==> config.mk <==
export PLATFORM = sky130hd
export DESIGN_NAME = pio_host_cmd
export DESIGN_NICKNAME = d
export VERILOG_FILES = /design/src/rtl/pio_host_cmd.sv
export SDC_FILE = /design/constraint.sdc
export NUM_CORES = 1
export LEC_CHECK = 0
export CAP_MARGIN = 20
export CORE_MARGIN = 8
export CORE_UTILIZATION = 39
export CTS_CLUSTER_DIAMETER = 120
export CTS_CLUSTER_SIZE = 12
export DETAILED_ROUTE_END_ITERATION = 8
export PLACE_DENSITY_LB_ADDON = 0.12
export SYNTH_ARGS = -nofsm -noshare
export SYNTH_HDL_FRONTEND = slang
export SYNTH_SLANG_ARGS = --single-unit
==> constraint.sdc <==
create_clock -name clk -period 1.8 [get_ports clk]
set_input_delay 0.27 -clock clk [delete_from_list [all_inputs] [get_ports clk]]
set_output_delay 0.27 -clock clk [all_outputs]
set_load 0.005 [all_outputs]
==> src/rtl/pio_host_cmd.sv <==
// pio_host_cmd -- host command front-end for the pio block.
//
// Collects framed commands from a host byte stream (valid/ready), issues each
// one to pio as a single-cycle action strobe with mindex/index/din, and after
// a pull (action 3) returns the sampled pio dout to the host, LSB first.
//
// Frame: hdr {action[7:4], mindex[3:2], rsvd[1:0]}, idx {ign[7:5], index[4:0]},
//        then din bytes 0..3 little-endian.
//
// Build option: define PIO_HOST_CMD_CKSUM_EN to add a 7th frame byte holding
// the XOR of bytes 0..5, and a 5th response byte holding the XOR of the data.
//
// Ports:
//   clk, reset           clock, asynchronous active-low reset
//   rx_data/valid/ready  host byte input stream
//   tx_data/valid/ready  response byte output stream
//   action, mindex,      command outputs to pio (action non-zero one cycle
//   index, din           per command; the others hold between commands)
//   dout                 pio read data, sampled RD_LAT cycles after a pull
//   busy                 frame in progress or response pending
//   err                  sticky error: bad header, timeout, checksum mismatch
module pio_host_cmd #(
  parameter int TIMEOUT = 1000,
  parameter int RD_LAT  = 2
) (
  input  logic        clk,
  input  logic        reset,
  input  logic [7:0]  rx_data,
  input  logic        rx_valid,
  output logic        rx_ready,
  output logic [7:0]  tx_data,
  output logic        tx_valid,
  input  logic        tx_ready,
  output logic [3:0]  action,
  output logic [1:0]  mindex,
  output logic [4:0]  index,
  output logic [31:0] din,
  input  logic [31:0] dout,
  output logic        busy,
  output logic        err
);

  typedef enum logic [2:0] {
    HDR   = 3'd0,
    IDX   = 3'd1,
    DATA  = 3'd2,
    CKS   = 3'd3,
    ISSUE = 3'd4,
    RDW   = 3'd5,
    RESP  = 3'd6
  } state_t;

  localparam int TW = (TIMEOUT > 1) ? $clog2(TIMEOUT) : 1;
  localparam logic [TW-1:0] TO_LAST = TW'(TIMEOUT - 1);
  localparam logic [3:0]    RD_LAST = 4'(RD_LAT - 1);
`ifdef PIO_HOST_CMD_CKSUM_EN
  localparam logic [2:0]    RESP_LAST = 3'd4;

  // XOR of the four bytes of a word (response check byte)
  function automatic logic [7:0] xor_bytes(input logic [31:0] w);
    return w[7:0] ^ w[15:8] ^ w[23:16] ^ w[31:24];
  endfunction
`else
  localparam logic [2:0]    RESP_LAST = 3'd3;
`endif

  state_t        state_r, state_next;
  logic [3:0]    act_hold_r, act_next;
  logic [1:0]    mi_hold_r, mi_next;
  logic [4:0]    idx_hold_r, idx_next;
  logic [31:0]   din_hold_r, din_next;
  logic [1:0]    bcnt_r, bcnt_next;
  logic [TW-1:0] to_cnt_r, to_next;
  logic [3:0]    rd_cnt_r, rd_next;
  logic [2:0]    rcnt_r, rcnt_next;
  logic [31:0]   resp_r, resp_next;
  logic [7:0]    tx_byte_next;
  logic          err_set_s;
  logic          xfer_s;
`ifdef PIO_HOST_CMD_CKSUM_EN
  logic [7:0]    cks_r, cks_next;
`endif

  logic [3:0]  action_r;
  logic [1:0]  mindex_r;
  logic [4:0]  index_r;
  logic [31:0] din_r;
  logic        rx_ready_r, tx_valid_r, busy_r, err_r;
  logic [7:0]  tx_data_r;

  assign xfer_s = rx_valid && rx_ready_r;

  // Frame parser / command sequencer next-state logic
  always_comb begin
    state_next = state_r;
    act_next   = act_hold_r;
    mi_next    = mi_hold_r;
    idx_next   = idx_hold_r;
    din_next   = din_hold_r;
    bcnt_next  = bcnt_r;
    to_next    = to_cnt_r;
    rd_next    = rd_cnt_r;
    rcnt_next  = rcnt_r;
    resp_next  = resp_r;
    err_set_s  = 1'b0;
`ifdef PIO_HOST_CMD_CKSUM_EN
    cks_next   = cks_r;
`endif
    case (state_r)
      HDR: begin
        to_next = {TW{1'b0}};
        if (xfer_s) begin
          if (rx_data[7:4] == 4'd0) begin
            state_next = HDR;              // sync/NOP byte
          end else if (rx_data[7:4] <= 4'd9) begin
            act_next   = rx_data[7:4];
            mi_next    = rx_data[3:2];
            state_next = IDX;
`ifdef PIO_HOST_CMD_CKSUM_EN
            cks_next   = rx_data;
`endif
          end else begin
            err_set_s  = 1'b1;
          end
        end else begin
          state_next = HDR;
        end
      end
      IDX, DATA, CKS: begin
        if (xfer_s) begin
          to_next = {TW{1'b0}};
`ifdef PIO_HOST_CMD_CKSUM_EN
          cks_next = cks_r ^ rx_data;
`endif
          if (state_r == IDX) begin
            idx_next   = rx_data[4:0];
            bcnt_next  = 2'd0;
            state_next = DATA;
          end else if (state_r == DATA) begin
            din_next  = {rx_data, din_hold_r[31:8]};
            bcnt_next = bcnt_r + 2'd1;
            if (bcnt_r == 2'd3) begin
`ifdef PIO_HOST_CMD_CKSUM_EN
              state_next = CKS;
`else
              state_next = ISSUE;
`endif
            end else begin
              state_next = DATA;
            end
          end else begin
`ifdef PIO_HOST_CMD_CKSUM_EN
            if (rx_data == cks_r) begin
              state_next = ISSUE;
            end else begin
              err_set_s  = 1'b1;
              state_next = HDR;
            end
`else
            state_next = HDR;
`endif
          end
        end else if (to_cnt_r == TO_LAST) begin
          // Host went quiet mid-frame: drop the partial frame
          err_set_s  = 1'b1;
          to_next    = {TW{1'b0}};
          state_next = HDR;
        end else begin
          to_next = to_cnt_r + {{(TW-1){1'b0}}, 1'b1};
        end
      end
      ISSUE: begin
        rd_next    = 4'd0;
        state_next = (act_hold_r == 4'd3) ? RDW : HDR;
      end
      RDW: begin
        if (rd_cnt_r == RD_LAST) begin
          resp_next  = dout;
          rcnt_next  = 3'd0;
          state_next = RESP;
        end else begin
          rd_next = rd_cnt_r + 4'd1;
        end
      end
      RESP: begin
        if (tx_ready && tx_valid_r) begin
          if (rcnt_r == RESP_LAST) begin
            state_next = HDR;
          end else begin
            rcnt_next = rcnt_r + 3'd1;
          end
        end else begin
          state_next = RESP;
        end
      end
      default: state_next = HDR;
    endcase
  end

  // Response byte selection for the next cycle
  always_comb begin
    tx_byte_next = 8'h00;
    case (rcnt_next)
      3'd0:    tx_byte_next = resp_next[7:0];
      3'd1:    tx_byte_next = resp_next[15:8];
      3'd2:    tx_byte_next = resp_next[23:16];
      3'd3:    tx_byte_next = resp_next[31:24];
`ifdef PIO_HOST_CMD_CKSUM_EN
      3'd4:    tx_byte_next = xor_bytes(resp_next);
`endif
      default: tx_byte_next = 8'h00;
    endcase
  end

  // State, holding registers and registered outputs
  always_ff @(posedge clk or negedge reset) begin
    if (!reset) begin
      state_r    <= HDR;
      act_hold_r <= 4'd0;
      mi_hold_r  <= 2'd0;
      idx_hold_r <= 5'd0;
      din_hold_r <= 32'd0;
      bcnt_r     <= 2'd0;
      to_cnt_r   <= {TW{1'b0}};
      rd_cnt_r   <= 4'd0;
      rcnt_r     <= 3'd0;
      resp_r     <= 32'd0;
`ifdef PIO_HOST_CMD_CKSUM_EN
      cks_r      <= 8'd0;
`endif
      action_r   <= 4'd0;
      mindex_r   <= 2'd0;
      index_r    <= 5'd0;
      din_r      <= 32'd0;
      rx_ready_r <= 1'b0;
      tx_valid_r <= 1'b0;
      tx_data_r  <= 8'd0;
      busy_r     <= 1'b0;
      err_r      <= 1'b0;
    end else begin
      state_r    <= state_next;
      act_hold_r <= act_next;
      mi_hold_r  <= mi_next;
      idx_hold_r <= idx_next;
      din_hold_r <= din_next;
      bcnt_r     <= bcnt_next;
      to_cnt_r   <= to_next;
      rd_cnt_r   <= rd_next;
      rcnt_r     <= rcnt_next;
      resp_r     <= resp_next;
`ifdef PIO_HOST_CMD_CKSUM_EN
      cks_r      <= cks_next;
`endif
      // Outputs are loaded on the edge into their state so they are valid in it
      action_r <= (state_next == ISSUE) ? act_next : 4'd0;
      if (state_next == ISSUE) begin
        mindex_r <= mi_next;
        index_r  <= idx_next;
        din_r    <= din_next;
      end
      rx_ready_r <= (state_next == HDR) || (state_next == IDX) ||
                    (state_next == DATA) || (state_next == CKS);
      tx_valid_r <= (state_next == RESP);
      tx_data_r  <= (state_next == RESP) ? tx_byte_next : 8'h00;
      busy_r     <= (state_next != HDR);
      err_r      <= err_r | err_set_s;
    end
  end

  assign action   = action_r;
  assign mindex   = mindex_r;
  assign index    = index_r;
  assign din      = din_r;
  assign rx_ready = rx_ready_r;
  assign tx_valid = tx_valid_r;
  assign tx_data  = tx_data_r;
  assign busy     = busy_r;
  assign err      = err_r;

endmodule

Word level (Yosys, flattened, before mapping)

Cells that the tools add are included.

Output and inout port bits: 55
Flip-flop bits (word level): 152
Word-level logic and storage cells: 111
Input bits: 44

$add $sub $neg: 4
Equal/unequal tests: 20
Mux-type cells: 50
Bitwise logic cells: 1
Reductions and logical operators: 16
$lt $le $gt $ge: 1

Operator list:

| cell                                                                   | number |
|---|---|
| 32-bit two-way mux                                                     | 6 |
| 3-bit two-way mux                                                      | 15 |
| 8-bit one-hot mux with 4 select lines                                  | 1 |
| 4-bit two-way mux                                                      | 6 |
| 3-bit by 2-bit equality test with 1-bit output (second input constant) | 7 |
| 10-bit two-way mux                                                     | 2 |
| 10-bit one-hot mux with 2 select lines                                 | 1 |
| 3-bit equality test (second input constant)                            | 5 |
| 5-bit two-way mux                                                      | 3 |
| 3-bit one-hot mux with 5 select lines                                  | 1 |
| 2-bit two-way mux                                                      | 6 |
| 10-bit by 1-bit adder with 10-bit output (second input constant)       | 1 |
| 10-bit equality test (second input constant)                           | 1 |
| 3-bit by 1-bit equality test with 1-bit output (second input constant) | 3 |
| 3-bit logical NOT                                                      | 3 |
| 8-bit two-way mux                                                      | 1 |
| 4-bit one-hot mux with 2 select lines                                  | 1 |
| 3-bit one-hot mux with 2 select lines                                  | 1 |
| 2-bit nonzero test                                                     | 3 |
| 1-bit two-way mux                                                      | 5 |
| 4-bit by 1-bit adder with 4-bit output (second input constant)         | 1 |
| 4-bit by 1-bit equality test with 1-bit output (second input constant) | 1 |
| 4-bit by 2-bit equality test with 1-bit output (second input constant) | 1 |
| 4-bit <= comparator (second input constant)                            | 1 |
| 13 further kinds                                                       | 16 |

Logic depth before layout (Yosys ltp)

Gate-level depths: netlist of the first run.

Depth after elaboration: 10
Depth in mapped cells: 10
Mapped depth without buffers: 8

Least setup slack after synthesis of the first run

OpenSTA, ideal clock, no wires.

Path kind: register -> register
Start point: reg rd_cnt_r[1]
End point: reg tx_data_r[6] (netlist: tx_data[6])
Buffers on the path: 2
Stages on the path, launching flop included: 11
Setup slack: -0.214 ns
Arrival time: 1.870 ns
Required time: 1.656 ns
Path through: dfrtp_1 -> inv_1 -> ha_1 -> nor3b_2 -> and3_1 -> buf_4 -> a21oi_2 -> a32oi_4 -> buf_6 -> mux2i_1 -> o32ai_2

Longest elaborated chain between the ends: 6
Elaborated cells between the ends (all ways): 14
Those cells by class: eq/ne: 5; mux: 8; reduce/logical: 1

RTL lines:

| element                                                                | line | source |
|---|---|---|
| from (decl)                                                            | 74   | `logic [3:0] rd_cnt_r, rd_next;` |
| from (signal assigned)                                                 | 248  | `rd_cnt_r <= rd_next;` |
| 4-bit by 1-bit equality test with 1-bit output (*)                     | 177  | `if (rd_cnt_r == RD_LAST) begin` |
| 3-bit two-way mux                                                      | 177  |  |
| 3-bit one-hot mux with 2 select lines                                  | 109  | `case (state_r)` |
| 3-bit by 2-bit equality test with 1-bit output (tied with other cells) | 203  | `case (rcnt_next)` |
| 8-bit one-hot mux with 4 select lines                                  | 203  |  |
| 8-bit two-way mux (*)                                                  | 264  | `tx_data_r <= (state_next == RESP) ? tx_byte_next : 8'h00;` |
| to (signal assigned)                                                   | 264  |  |
| to (decl)                                                              | 89   | `logic [7:0] tx_data_r;` |

Every way passes the cells marked *; elsewhere a longest branch is shown, timed or not.
A chain may end at the register's enable or synchronous reset.

Worst setup path in the final report of the first run

Start point: reg state_r[2]
End point: reg mindex_r[1] (netlist: mindex[1])

Elaborated cells between the ends (all ways): 21
Those cells by class: eq/ne: 7; mux: 12; reduce/logical: 2

RTL lines:

| element                | line | source |
|---|---|---|
| from (decl)            | 67   | `state_t state_r, state_next;` |
| from (signal assigned) | 241  | `state_r <= state_next;` |
| 3-bit logical NOT      | 109  |  |
| 2-bit two-way mux      | 109  |  |
| named net mi_next[1]   | 69   | `logic [1:0] mi_hold_r, mi_next;` |
| to (signal assigned)   | 257  | `mindex_r <= mi_next;` |
| to (decl)              | 85   | `logic [1:0] mindex_r;` |

The timed path passes the listed nets, and every way through them passes these cells.

==> impl_metrics.yaml, run 1 <==
routing:
  routed-via-count: 4660
  wire_per_inst_um: 16.50
  drtIter0Drc: 196
  viasPerCell: 4.854
  firstDrtPassIters: 4
  drt-total-wl_mm: 15.84
  ant_nets: 0
  drc: 0
setup_path:
  r2r_start: "state_r[2]$_DFF_PN0_"
  critical_path_required_ns: 2.10
  setup.worst_path.start: "state_r[2]$_DFF_PN0_"
  critPathLaunchType: "register"
  reg2reg_to: "mindex[1]$_DFFE_PN0N_"
  reg2reg_depth: 7
  path_max_fanout: 5
  endpoint_kind: "register"
  regToRegSetupSlack_ns: -0.20
  crit_type: "register to register"
  cp.arrival_ns: 2.30
timing:
  final-max-slew-violation-count: 0
  worst_slew_pin_slew_ns: 0.3863
  hold_viol_final: 0
  rsz0062_at_grt: "true"
  setup_slack_ns: -0.1987
  final.setup.tns_ns: -6.207
  skew_ns: 0.007669
  max_freq_ghz: 0.5003
  maxSlewHeadroom_pct: 74.25
  finalSetupViolations: 53
  fin_crit_sh_pct: 111.0
  hold_ws_ns: 0.3280
  post-route-min-period_ns: 1.999
finish:
  finalNonFillerCells: 960
  final_cell_mix: "152 x dfrtp_1, 123 x nand2_1, 97 x clkdlybuf4s50_1"
  fillerInstances: 1339
  final_common_cell: "dfrtp_1"
  num_antenna_cells: 0
  fin_nets: 780
  synthToLayoutAreaGrowth_pct: 53.10
  drive_gt1_share_pct: 35.08
power:
  pwr-share-comb_pct: 29.1
  cellLeakagePower_nw: 4.534
  power_frac_seq_pct: 40.1
  power_density_nw_per_um2: 1221
  ir_drop_mv: 0.6492
  p_int_w: 0.008834
  swShare_pct: 25.65
  switchingPower_w: 0.003047
  clock_power_share_pct: 30.8
floorplanning:
  pin_count: 99
  placeableCoreArea_um2: 15890
  die_w_um: 143.7
  row_count: 46
  dieArea_um2: 20640
  fp.dieH_um: 143.7
  start_util_pct: 40.02
logic_synthesis:
  yosys.cell_types.count: 50
  synth-xor-area-share_pct: 0.4133
  ys.flop_type: "dfrtp_1"
  synth_mux_area_share_pct: 16.24
  ys_ff_latch: 152
  synth_top_family_by_area: "multiplexers"
  synth-edff-count: 0
  netlist_area_um2: 6357
  syn_inst: 532
  yosysWarnings: 0
  synth_compound_area_share_pct: 6.672
  synth_area_per_cell_um2: 11.95
  ys_seq_area_share_pct: 59.83
  synthArstFlopShare_pct: 100.0
  syn_nets: 581
  synthAdderAreaFrac_pct: 0.9841
  synthSimpleGateAreaFrac_pct: 13.38
clock_network:
  cts_sinks: 152
  clkTransAtPathRegs_ns: 0.06
  numCtsBuffers: 17
  cts_buffer_depth: 2
  cts_max_level: 4
  clock_latency_ns: 0.41
  cts_tree: "built"
  cts_root_buffer: "clkbuf_16"
run_status:
  status: "finished with violations"
  failed_checks: "negative setup slack"
placement:
  finalWeightedCongestion: 0.8174
  dp.cells: 887
  io_buffers: 98
  dp_hpwl_mm: 10.30
global_route:
  grt_util_all_layers_pct: 15.62
  grt_pass1_wl_mm: 25.17
  grt_pass1_vias: 4834
  antenna_found_initial: 0
  grt_max_degree: 45
  grt_overflow_total: 0
flow_run:
  drv_cap: 0
hold_path:
  min_path_type: "primary input to async pin"
==> flip-flops by register name, indices dropped and copies added, names as in the netlist <==
name,count
state_r,3
tx_valid,1
bcnt_r,2
din_hold_r,32
din,32
to_cnt_r,10
resp_r,32
rd_cnt_r,4
mindex,2
action,4
idx_hold_r,5
mi_hold_r,2
rcnt_r,3
err,1
rx_ready,1
index,5
act_hold_r,4
busy,1
tx_data,8
==> critical path, cell delays in order, from the launching register on <==
cell     delay [ns]
dfrtp_1        0.38
buf_6          0.13
buf_12         0.12
nor4_4         0.27
nand2_1        0.13
a21oi_4        0.26
mux2_4         0.34
mux2_4         0.26
==> through the flow <==
stage / worst slack [ns] / total power [W] / instance area (um^2) / utilization, %
global route: -0.2853 / 0.01245 / 9733 / 61.27
CTS: -0.1995 / 0.01185 / 9482 / 59.69
global placement: -0.4459 / 0.007513 / 8233 / 51.83
detailed placement: -0.5031 / 0.007619 / 8233 / 51.83
floorplan: -0.2029 / 0.006265 / 6600 / -
finish: -0.1987 / 0.01188 / 9733 / 61.27
==> cells in the mapped netlist (2+ instances only) <==
master	instances	area share [%]
dfrtp_1	152	60
nand2_1	124	7.3
mux2_2	75	13
o21ai_0	25	2.0
a21oi_1	12	0.94
mux2i_1	12	1.9
nor2_1	12	0.71
buf_2	9	0.71
clkbuf_1	8	0.47
inv_1	8	0.47
nand2b_1	8	0.79
nand3_1	8	0.63
and2_1	7	0.69
and3_1	6	0.59
mux2_1	6	1.1
ha_1	5	0.98
a221oi_1	4	0.55
nor3_1	4	0.31
o32ai_1	4	0.55
a31oi_1	3	0.30
buf_4	3	0.35
nand4_1	3	0.30
xor2_1	3	0.41
a21oi_2	2	0.28
a22o_1	2	0.28
and4_1	2	0.28
buf_6	2	0.35
==> power by group through the flow <==
stage          Combinational, W  Sequential [W]  Clock [W]
3_5_place_dp            0.00282         0.00480          0
4_1_cts                 0.00335         0.00476    0.00373
3_3_place_gp            0.00274         0.00477          0
6_report                0.00346         0.00476    0.00366
2_1_floorplan           0.00163         0.00464          0
5_1_grt                 0.00372         0.00486    0.00388
==> layer usage <==
metal / global-route usage (%) / up-vias / part of all wire (%)
li1: - / 2247 / -
met1: 20.73 / 2318 / 47
met2: 24.58 / 82 / 48
met3: 3.915 / 13 / 4.5
met4: 4.981 / 0 / 0.98
met5: 0 / - / 0
==> cell type report <==
| type | count | area, um^2 | area share (%) |
|---|---|---|---|
| Inverter | 9 | 38.79 | 0.3985 |
| Sequential cell | 152 | 3804 | 39.08 |
| Tap cell | 216 | 270.3 | 2.777 |
| Clock inverter | 10 | 141.4 | 1.453 |
| Multi-Input combinational cell | 349 | 2838 | 29.16 |
| Clock buffer | 22 | 474.2 | 4.872 |
| Timing Repair Buffer | 202 | 2167 | 22.27 |
==> what timing repair did <==
item,in CTS,in global routing
endpoints found under the setup margin,77,71
hold endpoints to repair,35,0
hold buffers,1,0
setup buffers,18,15
pin swaps,10,9
gates resized for setup,64,35
cloned,8,3
==> logic make-up (layout without fill, tap and decap cells) <==
group	Yosys count	in the layout
DFF	152	152
adders and majority gates	5	5
xor gates and xnor gates	3	3
AOI/OAI and AO/OA	62	62
buffers and inverters	32	243
and+or+nand+nor	185	186
muxes	93	93
==> worst max path at each step <==
stage	cells after the start	slack [ns]	end
6_report	7	-0.20	mindex[1]$_DFFE_PN0N_
3_3_place_gp	8	-0.45	tx_data[2]$_DFF_PN0_
2_1_floorplan	10	-0.20	tx_data[6]$_DFF_PN0_
4_1_cts	7	-0.20	mindex[1]$_DFFE_PN0N_
5_1_grt	9	-0.29	tx_data[6]$_DFF_PN0_
3_5_place_dp	8	-0.50	tx_data[6]$_DFF_PN0_
No activity file was read; power rests on OpenSTA's default activity.
==> run 2: changes to the inputs <==
--- a/config.mk
+++ b/config.mk
@@ -11,7 +11,7 @@
 export CTS_CLUSTER_DIAMETER = 120
 export CTS_CLUSTER_SIZE = 12
 export DETAILED_ROUTE_END_ITERATION = 8
-export PLACE_DENSITY_LB_ADDON = 0.12
+export GPL_TIMING_DRIVEN = 0
 export SYNTH_ARGS = -nofsm -noshare
 export SYNTH_HDL_FRONTEND = slang
 export SYNTH_SLANG_ARGS = --single-unit
==> impl_metrics.yaml, run 2 (synthesis gave the netlist of run 1 again) <==
run_status:
  status: "finished with violations"
  failed_checks: "negative setup slack"
global_route:
  grt_pass1_vias: 4635
  grt-busiest-layer: "met2"
  use_met3_pct: 4.081
  antenna_found_initial: 0
  grt_util_all_layers_pct: 15.17
  grt_max_degree: 84
  grt_use_met2_pct: 23.19
  grt_util_met1_pct: 20.18
  grt_pass1_wl_mm: 24.39
  grt_overflow_total: 0
placement:
  dp_slack_ns: -0.7874
  dp_hpwl_mm: 10.27
  io_buffers: 98
  finalWeightedCongestion: 0.7870
  dp.cells: 847
timing:
  final-max-slew-violation-count: 0
  post-route-min-period_ns: 2.098
  max_freq_ghz: 0.4766
  rsz0062_at_grt: "true"
  skew_ns: 0.007078
  maxSlewHeadroom_pct: 47.15
  setup_slack_ns: -0.2984
  fin_crit_sh_pct: 116.6
  hold_ws_ns: 0.4157
  finalSetupViolations: 45
  hold_viol_final: 0
  worst_slew_pin_slew_ns: 0.7927
hold_path:
  min_path_type: "primary input to register"
  whs_endpoint: "resp_r[18]$_DFF_PN0_"
  min_path_cells: 3
  hold_start: "dout[18]"
finish:
  num_antenna_cells: 0
  fin_nets: 737
  final_cell_mix: "151 x dfrtp_1, 121 x nand2_1, 97 x clkdlybuf4s50_1"
  finalNonFillerCells: 916
  fillerInstances: 1312
  final_common_cell: "dfrtp_1"
  synthToLayoutAreaGrowth_pct: 44.85
  seqCellArea_um2: 3805
  drive_gt1_share_pct: 30.29
  multi_input_area_um2: 2798
routing:
  routed-via-count: 4468
  drc: 0
  viasPerCell: 4.878
  drtIter0Drc: 215
  ant_nets: 0
  firstDrtPassIters: 4
  wire_per_inst_um: 16.55
  drt-total-wl_mm: 15.16
floorplanning:
  dieArea_um2: 20640
  die_w_um: 143.7
  placeableCoreArea_um2: 15890
  pin_count: 99
  start_util_pct: 40.02
  row_count: 46
  fp.dieH_um: 143.7
power:
  power_density_nw_per_um2: 1262
  ir_drop_mv: 0.8192
  cellLeakagePower_nw: 4.224
  power.total_w: 0.01162
setup_path:
  critical_path_required_ns: 2.08
  endpoint_kind: "register"
  critPathLaunchType: "register"
  reg2reg_depth: 9
  path_max_fanout: 8
  r2r_start: "rd_cnt_r[1]$_DFFE_PN0P_"
  regToRegSetupSlack_ns: -0.30
  crit_type: "register to register"
  setup.worst_path.start: "rd_cnt_r[1]$_DFFE_PN0P_"
  reg2reg_to: "tx_data[1]$_DFF_PN0_"
  cp.arrival_ns: 2.38
clock_network:
  cts_max_level: 4
  cts_sinks: 152
  cts_tree: "built"
  cts_buffer_depth: 2
  clkTransAtPathRegs_ns: 0.06
  cts_root_buffer: "clkbuf_16"
  clock_latency_ns: 0.42
  numCtsBuffers: 17
flow_run:
  drv_cap: 0
## run 2: cell types whose count changed in the layout (fill, tap and decap cells not counted), moves of 4 or more
cell      before  now
mux2_4        54   48
mux2_2        27   33
buf_12        13    7
buf_4         64   22
clkbuf_8       3    7
## run 2: worst max-delay path by stage
stage | slack, ns | cells past startpoint | to
floorplan | -0.20 | 10 | tx_data[6]$_DFF_PN0_
global placement | -5.57 | 1 | resp_r[0]$_DFF_PN0_
detailed placement | -0.79 | 7 | mindex[0]$_DFFE_PN0N_
CTS | -0.32 | 10 | tx_data[1]$_DFF_PN0_
global route | -0.39 | 9 | tx_data[0]$_DFF_PN0_
finish | -0.30 | 9 | tx_data[1]$_DFF_PN0_
## run 2: metrics by stage
step                setup TNS, ns  instance area [um^2]  util [%]
CTS                        -5.825                  9025     56.81
global route               -9.393                  9209     57.97
global placement          -900.66                  7851     49.43
floorplan                  -5.094                  6600         -
detailed placement         -58.53                  7880     49.61
finish                     -5.316                  9209     57.97
## run 2: critical path, stage by stage, from the launching register on
cell	delay [ns]
dfrtp_1	0.39
inv_1	0.06
ha_2	0.15
nor3b_4	0.24
and3_4	0.28
a21oi_4	0.05
a32oi_4	0.22
buf_8	0.19
mux2i_4	0.26
o32ai_2	0.11
## run 2: cell type report
| type | instances | area share, % |
|---|---|---|
| sequential | 152 | 41.32 |
| clock buffer | 26 | 5.639 |
| buffer | 19 | 2.120 |
| inverter | 9 | 0.3940 |
| timing repair buffer | 141 | 16.05 |
| clock inverter | 5 | 1.168 |
| multi-input combinational | 348 | 30.38 |
| tap | 216 | 2.935 |
## run 2: what timing repair did
| action | 4_1_cts | 5_1_grt |
|---|---|---|
| hold buffers | 1 | 0 |
| gates cloned | 4 | 1 |
| hold endpoints to repair | 82 | 0 |
| setup buffers | 25 | 14 |
| pin swaps | 6 | 8 |
| endpoints found under the setup margin | 126 | 88 |
| resized for setup | 47 | 47 |
## run 2: metal layers
metal | wire (um) | up-vias
met1 | 7152 | 2211
met5 | 0 | -
li1 | - | 2164
met4 | 210 | 0
met3 | 716 | 16
met2 | 7079 | 77
## run 2: power by group
group          total [W]  switching [W]  internal (W)  leakage (nW)
sequential       0.00474       0.000492       0.00425          1.84
combinational    0.00313        0.00108       0.00205          2.08
clock            0.00375        0.00134       0.00241         0.307
total             0.0116        0.00292       0.00871          4.22
==> edit: new RTL, config.mk and constraints of run 2 <==
Make the reset (`reset`) synchronous in one clocked block. Comments in the files are not updated.
--- a/src/rtl/pio_host_cmd.sv
+++ b/src/rtl/pio_host_cmd.sv
@@ -214,5 +214,5 @@
 
   // State, holding registers and registered outputs
-  always_ff @(posedge clk or negedge reset) begin
+  always_ff @(posedge clk) begin
     if (!reset) begin
       state_r    <= HDR;
Formal check against the unedited RTL: differs if reset is asserted again (counterexample within 4 cycles, from zero or initial values and one cycle with reset low); with reset held inactive, the same outputs for 10 cycles.
==> edit against run 2 <==
  * The run still ends with negative setup slack left
  * Area after synthesis is 8.1% lower
  * Final area is 8.1% lower
  * Fmax is 0.26% higher
  * Worst setup slack better by 0.0055 ns
  * Critical path type is now in2reg
  * Via count is 21% higher
  * Critical path depth is 1 lower
  * Routed wire length is 12% higher
  * Highest routed layer unchanged
  * First-iteration DRC count is 23% higher
  * Global-route usage is 2.3 points higher
  * Sequential cell count is 8 lower
Power is not compared: it rests on default switching activity, and its combinational part moved more than twofold at a synthesized area within 25%.
==> edit: results (changes against run 2) <==
Status: finished with violations
Violated checks: negative setup slack
H-tree levels: 4 (unchanged)
Data arrival, critical path: 2.45 ns (+0.07 ns)
Crit-path max FO: 8 (unchanged)
Antenna violations before repair: 0 (unchanged)
First-pass GRT wire length: 27200 um (+11%)
Clock skew: 0.00907 ns (+0.00199 ns)
Syn. warnings: 0 (unchanged)
DRT Wirelength: 16900 um (+12%)
Dominant cells by area after synthesis: dfxtp_1 (49%), nand2_1 (12%), a21oi_1 (8.3%), nor2_1 (3.6%), mux2i_1 (3.1%)
Post-DP HPWL: 12000 um (+17%)
Overall via count from detail_route: 5409 (+21%)
Antenna cells: 0 (unchanged)
Vias in the first global route: 5272 (+14%)
Final setup margin: -0.293 ns (+0.00551 ns)
Initial DRC Count: 264 (+23%)
Leakage: 2.93 nW
Placed insts: 980 (+16%)
VDD IR max: 0.714 mV
Most frequent cells after synthesis: nand2_1 (190), dfxtp_1 (144), a21oi_1 (97)
Psw: 0.00151 W
GRT Total Usage: 17.4% (+2.3 points)
Unique cell type count in the Yosys netlist: 57 (+14%)
Clk_lat worst skew: 0.43 ns
Setup Total Neg Slack: -4.13 ns (+1.19 ns)
HP Class: in2reg
Worst-margin pin slew: 0.684 ns (-0.109 ns)
Synthesized area per cell: 8.37 um^2 (-30%)
Layout cells sized above 1: 20.4% (-9.9 points)
DRT Pass-1 Iters: 5 (+1)
Non-Filler Instances: 1032 (+13%)
GRT Residual Overflow: 0 (unchanged)
Max clock buf depth: 2 (unchanged)
PortBufs: 98 (unchanged)
Async set or reset register ratio after synthesis: 0% (-100 points)
Sequential cell area fraction in the yosys report: 49.4% (-10 points)
Nets: 884 (+20%)
Root Buffer: clkbuf_16
Worst-path clk slew: 0.06 ns (about the same)
Final setup vio count: 29 (-36%)
Pin count of the biggest net entering global routing: 17 (-80%)
Fill cell count: 1248 (-4.9%)
Final GP Congestion: 0.877 (+11%)
TritonCTS Buffers: 17 (unchanged)
Syn_nets: 747 (+29%)
[edit: layout make-up]
class	instances	area [um^2]	share of cell area [%]
clock buffer	19	443	5.23
timing repair buffer	121	1210	14.3
sequential	144	2900	34.3
tap	184	230	2.72
buffer	48	308	3.64
multi-input combinational	498	3130	37.0
inverter	5	21.3	0.251
clock inverter	13	215	2.54
[edit: path summary, 6_finish.rpt]
path / depth (start not counted) / to / slack (ns) / from
max: 8 / tx_data[6]$_SDFF_PN0_ / -0.29 / rx_data[5]
min: 3 / rd_cnt_r[2]$_SDFFE_PN0P_ / 0.32 / reset
max reg2reg: 8 / tx_data[7]$_SDFF_PN0_ / -0.29 / rcnt_r[0]$_SDFF_PN0_
min reg2reg: 2 / din[7]$_SDFFE_PN0N_ / 0.45 / din[7]$_SDFFE_PN0N_
[edit: power by group through the flow]
stage / Clock (W) / Combinational (W) / Sequential [W]
final: 0.00396 / 0.000328 / 0.00321
after global routing: 0.00415 / 0.000350 / 0.00320
after CTS: 0.00400 / 0.000302 / 0.00321
after detailed placement: 0 / 0.000255 / 0.00328
after global placement: 0 / 0.000254 / 0.00328
after floorplan: 0 / 0.0000977 / 0.00327
[edit: routing by layer]
| metal | vias up | track usage (%) | share of wire (%) |
|---|---|---|---|
| li1 | 2651 | - | - |
| met1 | 2613 | 21.1 | 43 |
| met2 | 120 | 29.0 | 49 |
| met3 | 25 | 4.76 | 5.6 |
| met4 | 0 | 6.12 | 1.6 |
| met5 | - | 0 | 0 |
[edit: critical path, stage by stage]
cell,delay (ns)
clkdlybuf4s50_1,0.59
nor4_1,0.57
nor4_4,0.09
a311oi_4,0.34
nand2_1,0.14
nor3_4,0.16
buf_12,0.15
o21a_1,0.13
[edit: logic make-up (layout without fill, tap and decap cells)]
logic type	count (synthesis)	count (layout)	share of synthesized area [%]
and+or+nand+nor	306	306	23.8
muxes	20	20	3.66
buffers and inverters	56	206	4.26
AOI/OAI and AO/OA	159	159	16.6
xor gates and xnor gates	8	8	1.20
adders and majority gates	5	5	1.07
DFF	144	144	49.4
[edit: metrics by stage]
| step | worst slack (ns) | instance area [um^2] | total power, W | util, % |
|---|---|---|---|---|
| final | -0.293 | 8460 | 0.00749 | 58.0 |
| after detailed placement | -0.856 | 7120 | 0.00353 | 48.8 |
| after global routing | -0.398 | 8460 | 0.00771 | 58.0 |
| after global placement | -0.791 | 7120 | 0.00353 | 48.8 |
| after floorplan | -0.130 | 5900 | 0.00337 | - |
| after CTS | -0.344 | 8150 | 0.00751 | 55.8 |
[edit: repair_timing]
action / CTS / global route
setup endpoints to repair: 129 / 126
pin swaps: 8 / 29
hold buffers: 0 / 0
buffers inserted: 15 / 9
resized for setup: 65 / 75
